==> config.mk <==
export PLATFORM = sky130hd
export DESIGN_NAME = rv_mc_ctrl_gen2
export DESIGN_NICKNAME = d
export VERILOG_FILES = /design/src/rtl/rv_defs_pkg.sv /design/src/rtl/rv_branch_cond.sv /design/src/rtl/rv_mc_ctrl_gen2.sv
export SDC_FILE = /design/constraint.sdc
export NUM_CORES = 1
export LEC_CHECK = 0
export BUFFER_PORTS_ARGS = -buffer_cell sky130_fd_sc_hd__clkbuf_2
export CAP_MARGIN = 20
export CORE_UTILIZATION = 52
export CTS_CLUSTER_DIAMETER = 80
export DETAILED_ROUTE_END_ITERATION = 16
export HOLD_SLACK_MARGIN = 0.15
export PLACE_DENSITY_LB_ADDON = 0.12
export SLEW_MARGIN = 20
export SYNTH_ARGS = -nofsm -noshare
export SYNTH_HDL_FRONTEND = slang
export SYNTH_SLANG_ARGS = --single-unit
==> constraint.sdc <==
create_clock -name clk -period 2.35 [get_ports clk]
set_input_delay 0.1175 -clock clk [delete_from_list [all_inputs] [get_ports clk]]
set_output_delay 0.1175 -clock clk [all_outputs]
set_load 0.01 [all_outputs]
==> src/rtl/rv_defs_pkg.sv <==
// rv_defs: shared definitions for the multi-cycle RV32I control unit.
//   - RV32I major opcode constants
//   - ALU operation codes ({funct7[5], funct3} encoding)
//   - datapath mux select codes (ALU B operand, writeback source, PC source)
//   - FSM state enumeration
package rv_defs;

  localparam logic [6:0] OP_R      = 7'b0110011;
  localparam logic [6:0] OP_IMM    = 7'b0010011;
  localparam logic [6:0] OP_LUI    = 7'b0110111;
  localparam logic [6:0] OP_AUIPC  = 7'b0010111;
  localparam logic [6:0] OP_LOAD   = 7'b0000011;
  localparam logic [6:0] OP_STORE  = 7'b0100011;
  localparam logic [6:0] OP_JAL    = 7'b1101111;
  localparam logic [6:0] OP_JALR   = 7'b1100111;
  localparam logic [6:0] OP_BRANCH = 7'b1100011;

  localparam logic [3:0] ALU_ADD = 4'b0000;
  localparam logic [3:0] ALU_SUB = 4'b1000;

  // ALU B operand select
  localparam logic [1:0] ALUB_RS2 = 2'b00;
  localparam logic [1:0] ALUB_IMM = 2'b01;

  // Register writeback source select
  localparam logic [1:0] WB_ALU = 2'b00;
  localparam logic [1:0] WB_IMM = 2'b01;
  localparam logic [1:0] WB_MEM = 2'b10;
  localparam logic [1:0] WB_PC4 = 2'b11;

  // PC source select
  localparam logic [1:0] PC_PLUS4 = 2'b00;
  localparam logic [1:0] PC_REL   = 2'b01;
  localparam logic [1:0] PC_ALU   = 2'b10;

  // Memory size code shown whenever no load/store is in progress (word)
  localparam logic [1:0] MEM_SIZE_IDLE = 2'b10;

  // Eighteen states including the one-cycle ILL decision state, so the
  // encoding needs five bits.
  typedef enum logic [4:0] {
    S_IDLE, S_FETCH, S_DECODE, S_EXEC_R, S_EXEC_I, S_ALU_WB, S_LUI_WB,
    S_AUIPC, S_ADDR, S_LOAD_RD, S_LOAD_WB, S_STORE, S_JAL, S_JALR,
    S_BR_CMP, S_BR_TAKE, S_ILL, S_TRAP
  } state_e;

  // Legal load widths: LB, LH, LW, LBU, LHU
  function automatic logic load_f3_ok(input logic [2:0] f3);
    return (f3 == 3'b000) || (f3 == 3'b001) || (f3 == 3'b010) ||
           (f3 == 3'b100) || (f3 == 3'b101);
  endfunction

  // Legal store widths: SB, SH, SW
  function automatic logic store_f3_ok(input logic [2:0] f3);
    return (f3 == 3'b000) || (f3 == 3'b001) || (f3 == 3'b010);
  endfunction

endpackage

==> src/rtl/rv_branch_cond.sv <==
// rv_branch_cond: combinational branch-condition evaluator.
//   funct3 - branch type (BEQ/BNE/BLT/BGE/BLTU/BGEU)
//   zf     - ALU zero flag from rs1-rs2
//   lt     - signed rs1 < rs2
//   ltu    - unsigned rs1 < rs2
//   taken  - branch condition satisfied (0 for the reserved funct3 codes)
module rv_branch_cond (
  input  logic [2:0] funct3,
  input  logic       zf,
  input  logic       lt,
  input  logic       ltu,
  output logic       taken
);

  always_comb begin
    taken = 1'b0;
    case (funct3)
      3'b000:  taken = zf;
      3'b001:  taken = ~zf;
      3'b100:  taken = lt;
      3'b101:  taken = ~lt;
      3'b110:  taken = ltu;
      3'b111:  taken = ~ltu;
      default: taken = 1'b0;
    endcase
  end

endmodule

==> src/rtl/rv_mc_ctrl_gen2.sv <==
// rv_mc_ctrl_gen2: multi-cycle RV32I control FSM (Moore outputs).
// Inputs : clk, rst_n (async, active-low), opcode/funct3/funct7_5 from IR,
//          zf/lt/ltu ALU flags, mem_ready memory handshake.
// Outputs: alu_op, alu_a_s, alu_b_s, wb_s, reg_write, ir_write, pc_write,
//          pc0_write, pc_s, mem_read, mem_write, mem_size, mem_uns, illegal.
// Parameters: ALU_OP_W (alu_op width), MEM_HANDSHAKE (stall on mem_ready),
//             TRAP_ON_ILL (illegal -> sticky TRAP, else skip as NOP).
module rv_mc_ctrl_gen2
  import rv_defs::*;
#(
  parameter int ALU_OP_W      = 4,
  parameter int MEM_HANDSHAKE = 1,
  parameter int TRAP_ON_ILL   = 1
) (
  input  logic                clk,
  input  logic                rst_n,
  input  logic [6:0]          opcode,
  input  logic [2:0]          funct3,
  input  logic                funct7_5,
  input  logic                zf,
  input  logic                lt,
  input  logic                ltu,
  input  logic                mem_ready,
  output logic [ALU_OP_W-1:0] alu_op,
  output logic                alu_a_s,
  output logic [1:0]          alu_b_s,
  output logic [1:0]          wb_s,
  output logic                reg_write,
  output logic                ir_write,
  output logic                pc_write,
  output logic                pc0_write,
  output logic [1:0]          pc_s,
  output logic                mem_read,
  output logic                mem_write,
  output logic [1:0]          mem_size,
  output logic                mem_uns,
  output logic                illegal
);

  state_e     state_q, state_d;
  logic       taken_q, taken_d;
  logic       rdy;
  logic       br_taken;
  logic [3:0] alu_op_c;

  // With the handshake disabled every memory access completes in one cycle.
  assign rdy    = (MEM_HANDSHAKE != 0) ? mem_ready : 1'b1;
  assign alu_op = ALU_OP_W'(alu_op_c);

  rv_branch_cond u_branch_cond (
    .funct3 (funct3),
    .zf     (zf),
    .lt     (lt),
    .ltu    (ltu),
    .taken  (br_taken)
  );

  always_ff @(posedge clk or negedge rst_n) begin
    if (!rst_n) begin
      state_q <= S_IDLE;
      taken_q <= 1'b0;
    end else begin
      state_q <= state_d;
      taken_q <= taken_d;
    end
  end

  always_comb begin
    state_d   = state_q;
    taken_d   = taken_q;
    alu_op_c  = ALU_ADD;
    alu_a_s   = 1'b0;
    alu_b_s   = ALUB_RS2;
    wb_s      = WB_ALU;
    reg_write = 1'b0;
    ir_write  = 1'b0;
    pc_write  = 1'b0;
    pc0_write = 1'b0;
    pc_s      = PC_PLUS4;
    mem_read  = 1'b0;
    mem_write = 1'b0;
    mem_size  = MEM_SIZE_IDLE;
    mem_uns   = 1'b0;
    illegal   = 1'b0;

    case (state_q)
      S_IDLE: state_d = S_FETCH;

      S_FETCH: begin
        mem_read  = 1'b1;
        pc_s      = PC_PLUS4;
        ir_write  = rdy;
        pc_write  = rdy;
        pc0_write = rdy;
        if (rdy) state_d = S_DECODE;
      end

      S_DECODE: begin
        case (opcode)
          OP_R:      state_d = S_EXEC_R;
          OP_IMM:    state_d = S_EXEC_I;
          OP_LUI:    state_d = S_LUI_WB;
          OP_AUIPC:  state_d = S_AUIPC;
          OP_LOAD:   state_d = load_f3_ok(funct3)  ? S_ADDR : S_ILL;
          OP_STORE:  state_d = store_f3_ok(funct3) ? S_ADDR : S_ILL;
          OP_JAL:    state_d = S_JAL;
          OP_JALR:   state_d = (funct3 == 3'b000) ? S_JALR : S_ILL;
          OP_BRANCH: state_d = (funct3[2:1] == 2'b01) ? S_ILL : S_BR_CMP;
          default:   state_d = S_ILL;
        endcase
      end

      S_ILL: state_d = (TRAP_ON_ILL != 0) ? S_TRAP : S_FETCH;

      // Sticky: only rst_n leaves TRAP.
      S_TRAP: illegal = 1'b1;

      S_EXEC_R: begin
        alu_b_s  = ALUB_RS2;
        alu_op_c = {funct7_5, funct3};
        state_d  = S_ALU_WB;
      end

      // IR[30] only selects SRAI over SRLI; for other I-types it is immediate data.
      S_EXEC_I: begin
        alu_b_s  = ALUB_IMM;
        alu_op_c = {funct7_5 & (funct3 == 3'b101), funct3};
        state_d  = S_ALU_WB;
      end

      S_ALU_WB: begin
        reg_write = 1'b1;
        wb_s      = WB_ALU;
        state_d   = S_FETCH;
      end

      S_LUI_WB: begin
        reg_write = 1'b1;
        wb_s      = WB_IMM;
        state_d   = S_FETCH;
      end

      S_AUIPC: begin
        alu_a_s   = 1'b1;
        alu_b_s   = ALUB_IMM;
        alu_op_c  = ALU_ADD;
        reg_write = 1'b1;
        wb_s      = WB_ALU;
        state_d   = S_FETCH;
      end

      S_ADDR: begin
        alu_b_s  = ALUB_IMM;
        alu_op_c = ALU_ADD;
        state_d  = (opcode == OP_LOAD) ? S_LOAD_RD : S_STORE;
      end

      S_LOAD_RD: begin
        mem_read = 1'b1;
        mem_size = funct3[1:0];
        mem_uns  = funct3[2];
        if (rdy) state_d = S_LOAD_WB;
      end

      S_LOAD_WB: begin
        reg_write = 1'b1;
        wb_s      = WB_MEM;
        mem_size  = funct3[1:0];
        mem_uns   = funct3[2];
        state_d   = S_FETCH;
      end

      // Strobe only on the completing cycle so the write lands exactly once.
      S_STORE: begin
        mem_write = rdy;
        mem_size  = funct3[1:0];
        if (rdy) state_d = S_FETCH;
      end

      S_JAL: begin
        pc_s      = PC_REL;
        pc_write  = 1'b1;
        reg_write = 1'b1;
        wb_s      = WB_PC4;
        state_d   = S_FETCH;
      end

      // rd gets the old PC+4 in the same cycle the ALU computes rs1+imm,
      // so rd == rs1 still jumps to the pre-write register value.
      S_JALR: begin
        alu_b_s   = ALUB_IMM;
        alu_op_c  = ALU_ADD;
        pc_s      = PC_ALU;
        pc_write  = 1'b1;
        reg_write = 1'b1;
        wb_s      = WB_PC4;
        state_d   = S_FETCH;
      end

      S_BR_CMP: begin
        alu_b_s  = ALUB_RS2;
        alu_op_c = ALU_SUB;
        taken_d  = br_taken;
        state_d  = S_BR_TAKE;
      end

      S_BR_TAKE: begin
        pc_s     = PC_REL;
        pc_write = taken_q;
        state_d  = S_FETCH;
      end

      default: state_d = S_IDLE;
    endcase
  end

endmodule

==> metrics, run 1 <==
status=completed; Final Critical Period=2.16 ns; fin nets=approximately 190; synth unique cells=48; Crit Path Class=register to output port; largest net degree at the start of global routing=17; static leakage=0.486 nW; global-route wire length before repair=4090 um; reg2reg path depth=4; setup violators final=0; crit-path cells=or3b_1, a211oi_1, a31o_1, clkbuf_2; Synth Net Count=158; post-synthesis sequential area ratio=between 15 and 20%; WP depth=4; Max IR drop VDD=338 uV; Crit. End Element=output port; critical path's top delay family=compound AO/OA/AOI/OAI gates; total track usage=27.0%; R2R setup slack=0.61 ns; slowest cell on the critical path=dfrtp_1; grt ovf=0; Slew Viols, Final=0; clk_lat worst skew=0.24 ns; endpoints failing hold=0; initial DRC count=40; Synth Warn #=0; synth-to-layout area growth=20.6%; final total power=0.815 mW; drt drc=0; Hold WS=between 0.2 and 0.25 ns; critical path fanouts, max=16; Post-DRT Antenna Nets=0; initial antenna violation count=0; Worst setup SP type=register; placed cell area=1110 sq um; final period utilization=91.9%; # H-tree levels=1; max incr delay on CP=0.54 ns; Setup WS pre-CTS=0.462 ns; top-level I/O count=38; CTS resizes=0; row cnt=15; Peak Freq=0.463 GHz; share of cells above drive strength 1=27.1%; PD cells=just over 700 nW/um^2; final clock skew=0.00391 ns; final WL=~2600 um; Die Span Y=44.7 um; RR Endpoint=state_q[2]$_DFFE_PN0P_; TritonCTS Sinks=6; CORE AREA=1710 sq um; DIE AREA=2000 sq um; DR vias/cell=5.91; worst path bufs/invs=1; Hold Crit Class=input pin to asynchronous set/reset pin; port bufs=36; synthesized area per cell=roughly 6.7 sq um; Design Area, Final=1140 sq um; Starting Density=55.5%; Root Buffer=clkbuf_4; antenna diode count=0; maxcap violations=0; setup TNS=0 ns; TritonRoute pass-1 iters=4; Via Count=1152; async set or reset register ratio after synthesis=between 90% and 100%; CTS tree=done; max-slew headroom at the worst pin=between 60 and 70%; Clock Pin Slew Worst Setup and Hold Paths=0.04 ns; Slew @ Worst Pin=0.589 ns; Clock Path Buffers=2; ys flop type=dfrtp_1; Cell Area, Synth=around 950 sq um; Final Worst Setup Slack=0.191 ns; Data required, critical path=about 2.2 ns; number of CTS-inserted buffers=3; R2R Path Start=state_q[0]$_DFFE_PN0P_; Worst Path Arrival=2.04 ns; RSZ-0062 raised after global routing=no; Syn Inst Count=141; HPWL Detailed=just under 2000 um; global placer's final weighted congestion=0.991; wire length per cell=approximately 13 um; die width=approximately 45 um; synthesis-stage register bit count=6; vias in the first global route=1002; Post-synth EDFFs=0
[area by class of cell]
cell class,count,area [sq um]
Multi-Input combinational cell,116,707
Fill cell,159,566
Timing Repair Buffer,40,213
Sequential cell,6,150
Tap cell,25,31.3
Clock buffer,3,22.5
Inverter,5,18.8
[power breakdown]
part,switching [mW],internal [mW]
clock,0.0342,0.0576
sequential,0.0861,0.130
combinational,0.285,0.222
[repair_timing]
action	4_1_cts	5_1_grt
hold buffers	1	0
buffers inserted	0	0
endpoints found under the hold margin	6	0
[metal layers]
metal | share of wire, % | GRT usage [%]
met5 | 0 | 0
met4 | 1.4 | 13.3
met3 | 4.5 | 1.63
met2 | 49 | 45.3
met1 | 45 | 34.8
[sequential cells by signal, summed over array words and instances (netlist names)]
name	flops
taken_q	1
state_q	5
[Yosys cell counts, drive strengths merged, types with 3 or more instances]
master / count / area, sq um
nand3: 4 / 20.0
and2: 5 / 31.3
nand2: 8 / 30.0
o31ai: 3 / 22.5
nor3: 7 / 35.0
inv: 5 / 18.8
o21ai: 10 / 53.8
a21oi: 7 / 35.0
a31oi: 3 / 18.8
buf: 8 / 48.8
nand3b: 4 / 30.0
nor4b: 3 / 26.3
nor2b: 3 / 18.8
dfrtp: 6 / 150
clkbuf: 6 / 22.5
nand2b: 5 / 31.3
xnor2: 3 / 26.3
o21a: 3 / 22.5
nor2: 18 / 67.6
nor4: 4 / 31.3
[metrics by stage]
step	utilization (%)	instances
6_report	66.9	195
5_1_grt	66.9	195
4_1_cts	66.9	195
3_5_place_dp	65.0	191
3_3_place_gp	65.0	191
2_1_floorplan	-	141
[cells in the final DEF, fill, tap and decap left out, types with 5 or more instances in the layout]
master / instances
a21oi_1: 7
o21ai_1: 5
nand2b_1: 5
and2_1: 5
nor2_1: 18
nand2_1: 8
clkbuf_2: 36
nor3_1: 7
dfrtp_1: 6
[how the worst max path moves through the flow]
stage | from | end | slack, ns
after floorplan | state_q[0]$_DFFE_PN0P_ | alu_op[3] | 0.87
after global placement | state_q[0]$_DFFE_PN0P_ | alu_op[3] | 0.56
after detailed placement | state_q[0]$_DFFE_PN0P_ | alu_op[3] | 0.46
after CTS | state_q[0]$_DFFE_PN0P_ | alu_op[3] | 0.20
after global routing | state_q[0]$_DFFE_PN0P_ | alu_op[0] | 0.05
final | state_q[0]$_DFFE_PN0P_ | alu_op[3] | 0.19
[logic make-up after synthesis]
| group | synth area share (%) |
|---|---|
| AO/OA/AOI/OAI | 26.4 |
| XOR/XNOR | 2.77 |
| buffers and inverters | 9.51 |
| flip-flops | 15.9 |
| multiplexers | 3.30 |
| other | 0.396 |
| AND/OR/NAND/NOR | 41.7 |
(Power assumes the default switching activity.)
==> run 2, diff against run 1 <==
--- a/config.mk
+++ b/config.mk
@@ -7,7 +7,7 @@
 export LEC_CHECK = 0
 export BUFFER_PORTS_ARGS = -buffer_cell sky130_fd_sc_hd__clkbuf_2
 export CAP_MARGIN = 20
-export CORE_UTILIZATION = 52
+export CORE_UTILIZATION = 25
 export CTS_CLUSTER_DIAMETER = 80
 export DETAILED_ROUTE_END_ITERATION = 16
 export HOLD_SLACK_MARGIN = 0.15
==> run 2 against run 1 <==
Compared with the run above:
- routed wire length grew 5.5%
- first-iteration DRC count up 10%
- global-route usage down 14 points
- combinational power hardly changed
- clock skew down 0.0029 ns
- final cell count increased by 11%
- sequential share of layout area down 0.58 points
- sequential power about the same
- critical endpoint unchanged
- largest cell class unchanged
==> metrics, run 2 (synthesis gave the netlist of run 1 again) <==
Clock Path Buffers=2; Post-DRT Antenna Nets=0; total track usage=13.4%; final total power=roughly 0.87 mW; crit path to=alu_op[3]; vias in the first global route=973; clock power share=17.0%; WP depth=4; Hold WS=0.257 ns; P_int=around 0.46 mW; Final Critical Period=2.08 ns; combinational power share=58.2%; row cnt=21; synth-to-layout area growth=26.2%; final clock skew=0.000986 ns; RSZ-0062 raised after global routing=no; placed cell area=1140 sq um; Starting Density=27.3%; crit-path cells=or3b_1, a211oi_1, a31o_1, clkbuf_2; Crit. End Element=output port; largest registers=state_q: 5 flops, taken_q: 1 flops; Non-Filler Instances=217; wire length per cell=between 10 and 15 um; setup violators final=0; global-route wire length before repair=4390 um; TritonCTS Sinks=6; CP startpoint=state_q[0]$_DFFE_PN0P_; CTS tree=done; final WL=roughly 2700 um; Via Count=1093; largest net degree at the start of global routing=17; worst path bufs/invs=1; fin util=34.5%; DR vias/cell=roughly 5.0; initial antenna violation count=0; antenna diode count=0; switching power=0.411 mW; endpoints failing hold=0; setup TNS=0 ns; fin nets=190; max-slew headroom at the worst pin=64.0%; maxcap violations=0; initial DRC count=44; Reg power frac=between 20% and 30%; die width=63.6 um; CORE AREA=3470 sq um; max incr delay on CP=0.54 ns; drt drc=0; Slew @ Worst Pin=0.536 ns; Crit Path Class=register to output port; reg2reg path depth=4; clk_lat worst skew=0.22 ns; Die Span Y=approximately 64 um; Design Area, Final=approximately 1200 sq um; share of cells above drive strength 1=~27%; max reg flops=5; PD cells=730 nW/um^2; Worst setup SP type=register; Top reg by flops=state_q; Clock Pin Slew Worst Setup and Hold Paths=0.03 ns; top-level I/O count=38; Placed Cells=213; Slew Viols, Final=0; Max IR drop VDD=200 uV; critical path's top delay family=compound AO/OA/AOI/OAI gates; HPWL Detailed=2130 um; number of setup buffers added after CTS=0; grt ovf=0; switching part of the total power=47.1%; global placer's final weighted congestion=0.753; R2R Path Start=state_q[0]$_DFFE_PN0P_; slowest cell on the critical path=dfrtp_1; Root Buffer=clkbuf_8; hold-fix buffers at CTS=1; final period utilization=88.6%; DIE AREA=about 4000 sq um; R2R setup slack=between 0.5 and 0.6 ns; Setup WS pre-CTS=0.487 ns; number of CTS-inserted buffers=3; Final Worst Setup Slack=0.267 ns; status=completed; RR Endpoint=state_q[2]$_DFFE_PN0P_; Data required, critical path=between 2 and 2.5 ns; CTS resizes=0; critical path fanouts, max=16; static leakage=0.499 nW; commonest non-fill, non-tap cell in the layout=clkbuf_2; Hold Crit Class=input pin to asynchronous set/reset pin; port bufs=36; Peak Freq=0.480 GHz; Worst Path Arrival=around 2.0 ns; TritonRoute pass-1 iters=4; most frequent cells in the layout=clkbuf_2, nor2_1, nand2_1; # H-tree levels=1
-- run 2: changes by cell type in the layout (fill, tap and decap cells not counted) --
cell and delta:
buf_4 +1, clkbuf_4 -3, clkbuf_8 +3
-- run 2: layer usage --
metal	vias up	routed length [um]	global-route usage, %
met4	0	19	5.11
li1	568	-	-
met3	2	66	1.09
met1	496	1320	17.6
met5	-	0	0
met2	27	1290	22.3
-- run 2: cell type report --
class                           instances  area (sq um)
Fill cell                             405          2270
Clock buffer                            3          41.3
Timing Repair Buffer                   41           220
Sequential cell                         6           150
Tap cell                               46          57.6
Multi-Input combinational cell        116           707
Inverter                                5          18.8
-- run 2: power by group through the flow --
stage | Sequential [mW] | Clock, mW | Combinational [mW]
3_3_place_gp | 0.214 | 0 | 0.509
5_1_grt | 0.227 | 0.158 | 0.562
6_report | 0.216 | 0.148 | 0.508
4_1_cts | 0.216 | 0.154 | 0.514
2_1_floorplan | 0.155 | 0 | 0.419
3_5_place_dp | 0.217 | 0 | 0.510
-- run 2: worst reg2reg max path, cell delays in order (launching register included) --
cell and delay, ns:
dfrtp_1 0.54, nand2b_1 0.31, nor4_2 0.44, nand3b_1 0.19, o21ai_0 0.20
-- run 2: how the worst min path moves through the flow --
stage	start	depth (start not counted)	slack (ns)	endpoint
final	rst_n	2	0.26	state_q[0]$_DFFE_PN0P_
after global routing	rst_n	2	0.28	taken_q$_DFFE_PN0N_
after CTS	rst_n	2	0.26	state_q[0]$_DFFE_PN0P_
after detailed placement	rst_n	1	-0.05	taken_q$_DFFE_PN0N_
after global placement	rst_n	1	-0.05	taken_q$_DFFE_PN0N_
after floorplan	rst_n	0	-0.18	state_q[0]$_DFFE_PN0P_
==> run 3, diff against run 2 <==
==> constraint.sdc (replaced) <==
create_clock -name clk -period 2.5 [get_ports clk]
set_input_delay 0.125 -clock clk [delete_from_list [all_inputs] [get_ports clk]]
set_output_delay 0.125 -clock clk [all_outputs]
set_load 0.01 [all_outputs]
==> run 3 against run 2 <==
Compared with the run above:
- register-to-register slack improved by 0.05 ns
- via count rose by 1.6%
- highest routed layer unchanged
- critical path type unchanged
- sequential cell count unchanged
- first-iteration DRC count increased by 91%
==> metrics, run 3 (synthesis gave the netlist of run 1 again) <==
final period utilization=a little under nine tenths; Final Worst Setup Slack=around 0.35 ns; total track usage=14.6%; placed cell area=1130 sq um; most frequent cells in the layout=clkbuf_2, nor2_1, nand2_1; critical path fanouts, max=18; initial DRC count=84; DIE AREA=4040 sq um; PD cells=696 nW/um^2; share of cells above drive strength 1=26.6%; port bufs=36; Data required, critical path=2.38 ns; DR vias/cell=around 5.2; R2R Path Start=state_q[1]$_DFFE_PN0P_; Die Span Y=63.6 um; # H-tree levels=1; CTS tree=done; global-route wire length before repair=4750 um; CTS resizes=0; Clock Path Buffers=2; Worst Path Arrival=2.03 ns; clk_lat worst skew=0.22 ns; HPWL Detailed=2100 um; commonest non-fill, non-tap cell in the layout=clkbuf_2; FILL cells=400; initial antenna violation count=0; TritonCTS Sinks=6; slowest cell on the critical path=dfrtp_1; Starting Density=between 20% and 30%; RR Endpoint=state_q[1]$_DFFE_PN0P_; RSZ-0062 raised after global routing=no; Worst setup SP type=register; Slew @ Worst Pin=0.691 ns; setup TNS=0 ns; final WL=2750 um; grt ovf=0; Max IR drop VDD=155 uV; max incr delay on CP=0.65 ns; CORE AREA=3470 sq um; number of setup buffers added after CTS=0; maxcap violations=0; Crit Path Class=register to output port; Crit. End Element=output port; Hold Crit Class=input pin to asynchronous set/reset pin; final clock skew=0.00132 ns; max-slew headroom at the worst pin=53.6%; Via Count=1110; R2R setup slack=0.64 ns; max reg flops=5; static leakage=0.488 nW; synth-to-layout area growth=24.6%; crit path to=alu_op[3]; drt drc=0; vias in the first global route=between 1000 and 1500; wire length per cell=12.8 um; status=completed; fin nets=between 150 and 200; largest net degree at the start of global routing=19; Setup WS pre-CTS=0.598 ns; Post-DRT Antenna Nets=0; top-level I/O count=38; largest registers=state_q: 5 flops, taken_q: 1 flops; row cnt=21; setup violators final=0; number of CTS-inserted buffers=3; die width=63.6 um; global placer's final weighted congestion=0.748; Top reg by flops=state_q; Clock Pin Slew Worst Setup and Hold Paths=0.03 ns; hold-fix buffers at CTS=1; TritonRoute pass-1 iters=4; Final Critical Period=about 2.2 ns; reg2reg path depth=4; antenna diode count=0; crit-path cells=nand2b_1, nor3_1, a31o_1, clkbuf_2; CP startpoint=state_q[1]$_DFFE_PN0P_; Design Area, Final=1180 sq um; Peak Freq=0.465 GHz; Slew Viols, Final=0; endpoints failing hold=0; Root Buffer=clkbuf_8
run 3: changes by cell type in the layout (fill, tap and decap cells not counted), sizes merged:
cell,before,now
buf,4,2
run 3: report_power, final:
part	switching (mW)	leakage (nW)	internal, mW
Combinational	0.252	0.394	0.208
Clock	0.0394	0.0216	0.103
Sequential	0.0963	0.0726	0.122
Total	0.388	0.488	0.433
run 3: worst min-delay path by stage:
stage	start	to	slack, ns	cells past startpoint
final	rst_n	state_q[2]$_DFFE_PN0P_	0.26	2
after floorplan	rst_n	state_q[0]$_DFFE_PN0P_	-0.17	0
after global routing	rst_n	state_q[2]$_DFFE_PN0P_	0.29	2
after detailed placement	rst_n	taken_q$_DFFE_PN0N_	-0.04	1
after global placement	rst_n	taken_q$_DFFE_PN0N_	-0.04	1
after CTS	rst_n	state_q[2]$_DFFE_PN0P_	0.26	2
run 3: metrics by stage:
| stage | cells | power, mW | util [%] | hold WS [ns] |
|---|---|---|---|---|
| after CTS | 215 | 0.826 | 34.0 | 0.265 |
| after detailed placement | 211 | 0.678 | 32.5 | -0.0387 |
| after floorplan | 141 | 0.540 | - | -0.171 |
| final | 215 | 0.821 | 34.0 | 0.262 |
| after global placement | 211 | 0.675 | 32.5 | -0.0407 |
| after global routing | 215 | 0.910 | 34.0 | 0.286 |
run 3: worst max-delay path, delay by kind of cell (launching register included):
kind | cells | cell delay (ns)
AOI/OAI and AO/OA | 1 | 0.18
buffers and inverters | 1 | 0.13
DFF | 1 | 0.65
and+or+nand+nor | 2 | 0.84
run 3: metal layers:
metal  track usage [%]  part of all wire (%)
met1              18.1                    47
met2              24.1                    46
met3              1.09                   3.9
met4              9.66                   3.3
met5                 0                     0
run 3: layout make-up:
type	instances	area (sq um)	share of cell area, %
timing repair buffer	39	205	17.4
clock buffer	3	41.3	3.50
inverter	5	18.8	1.59
tap	46	57.6	4.88
multi-input combinational	116	707	59.9
sequential	6	150	12.7
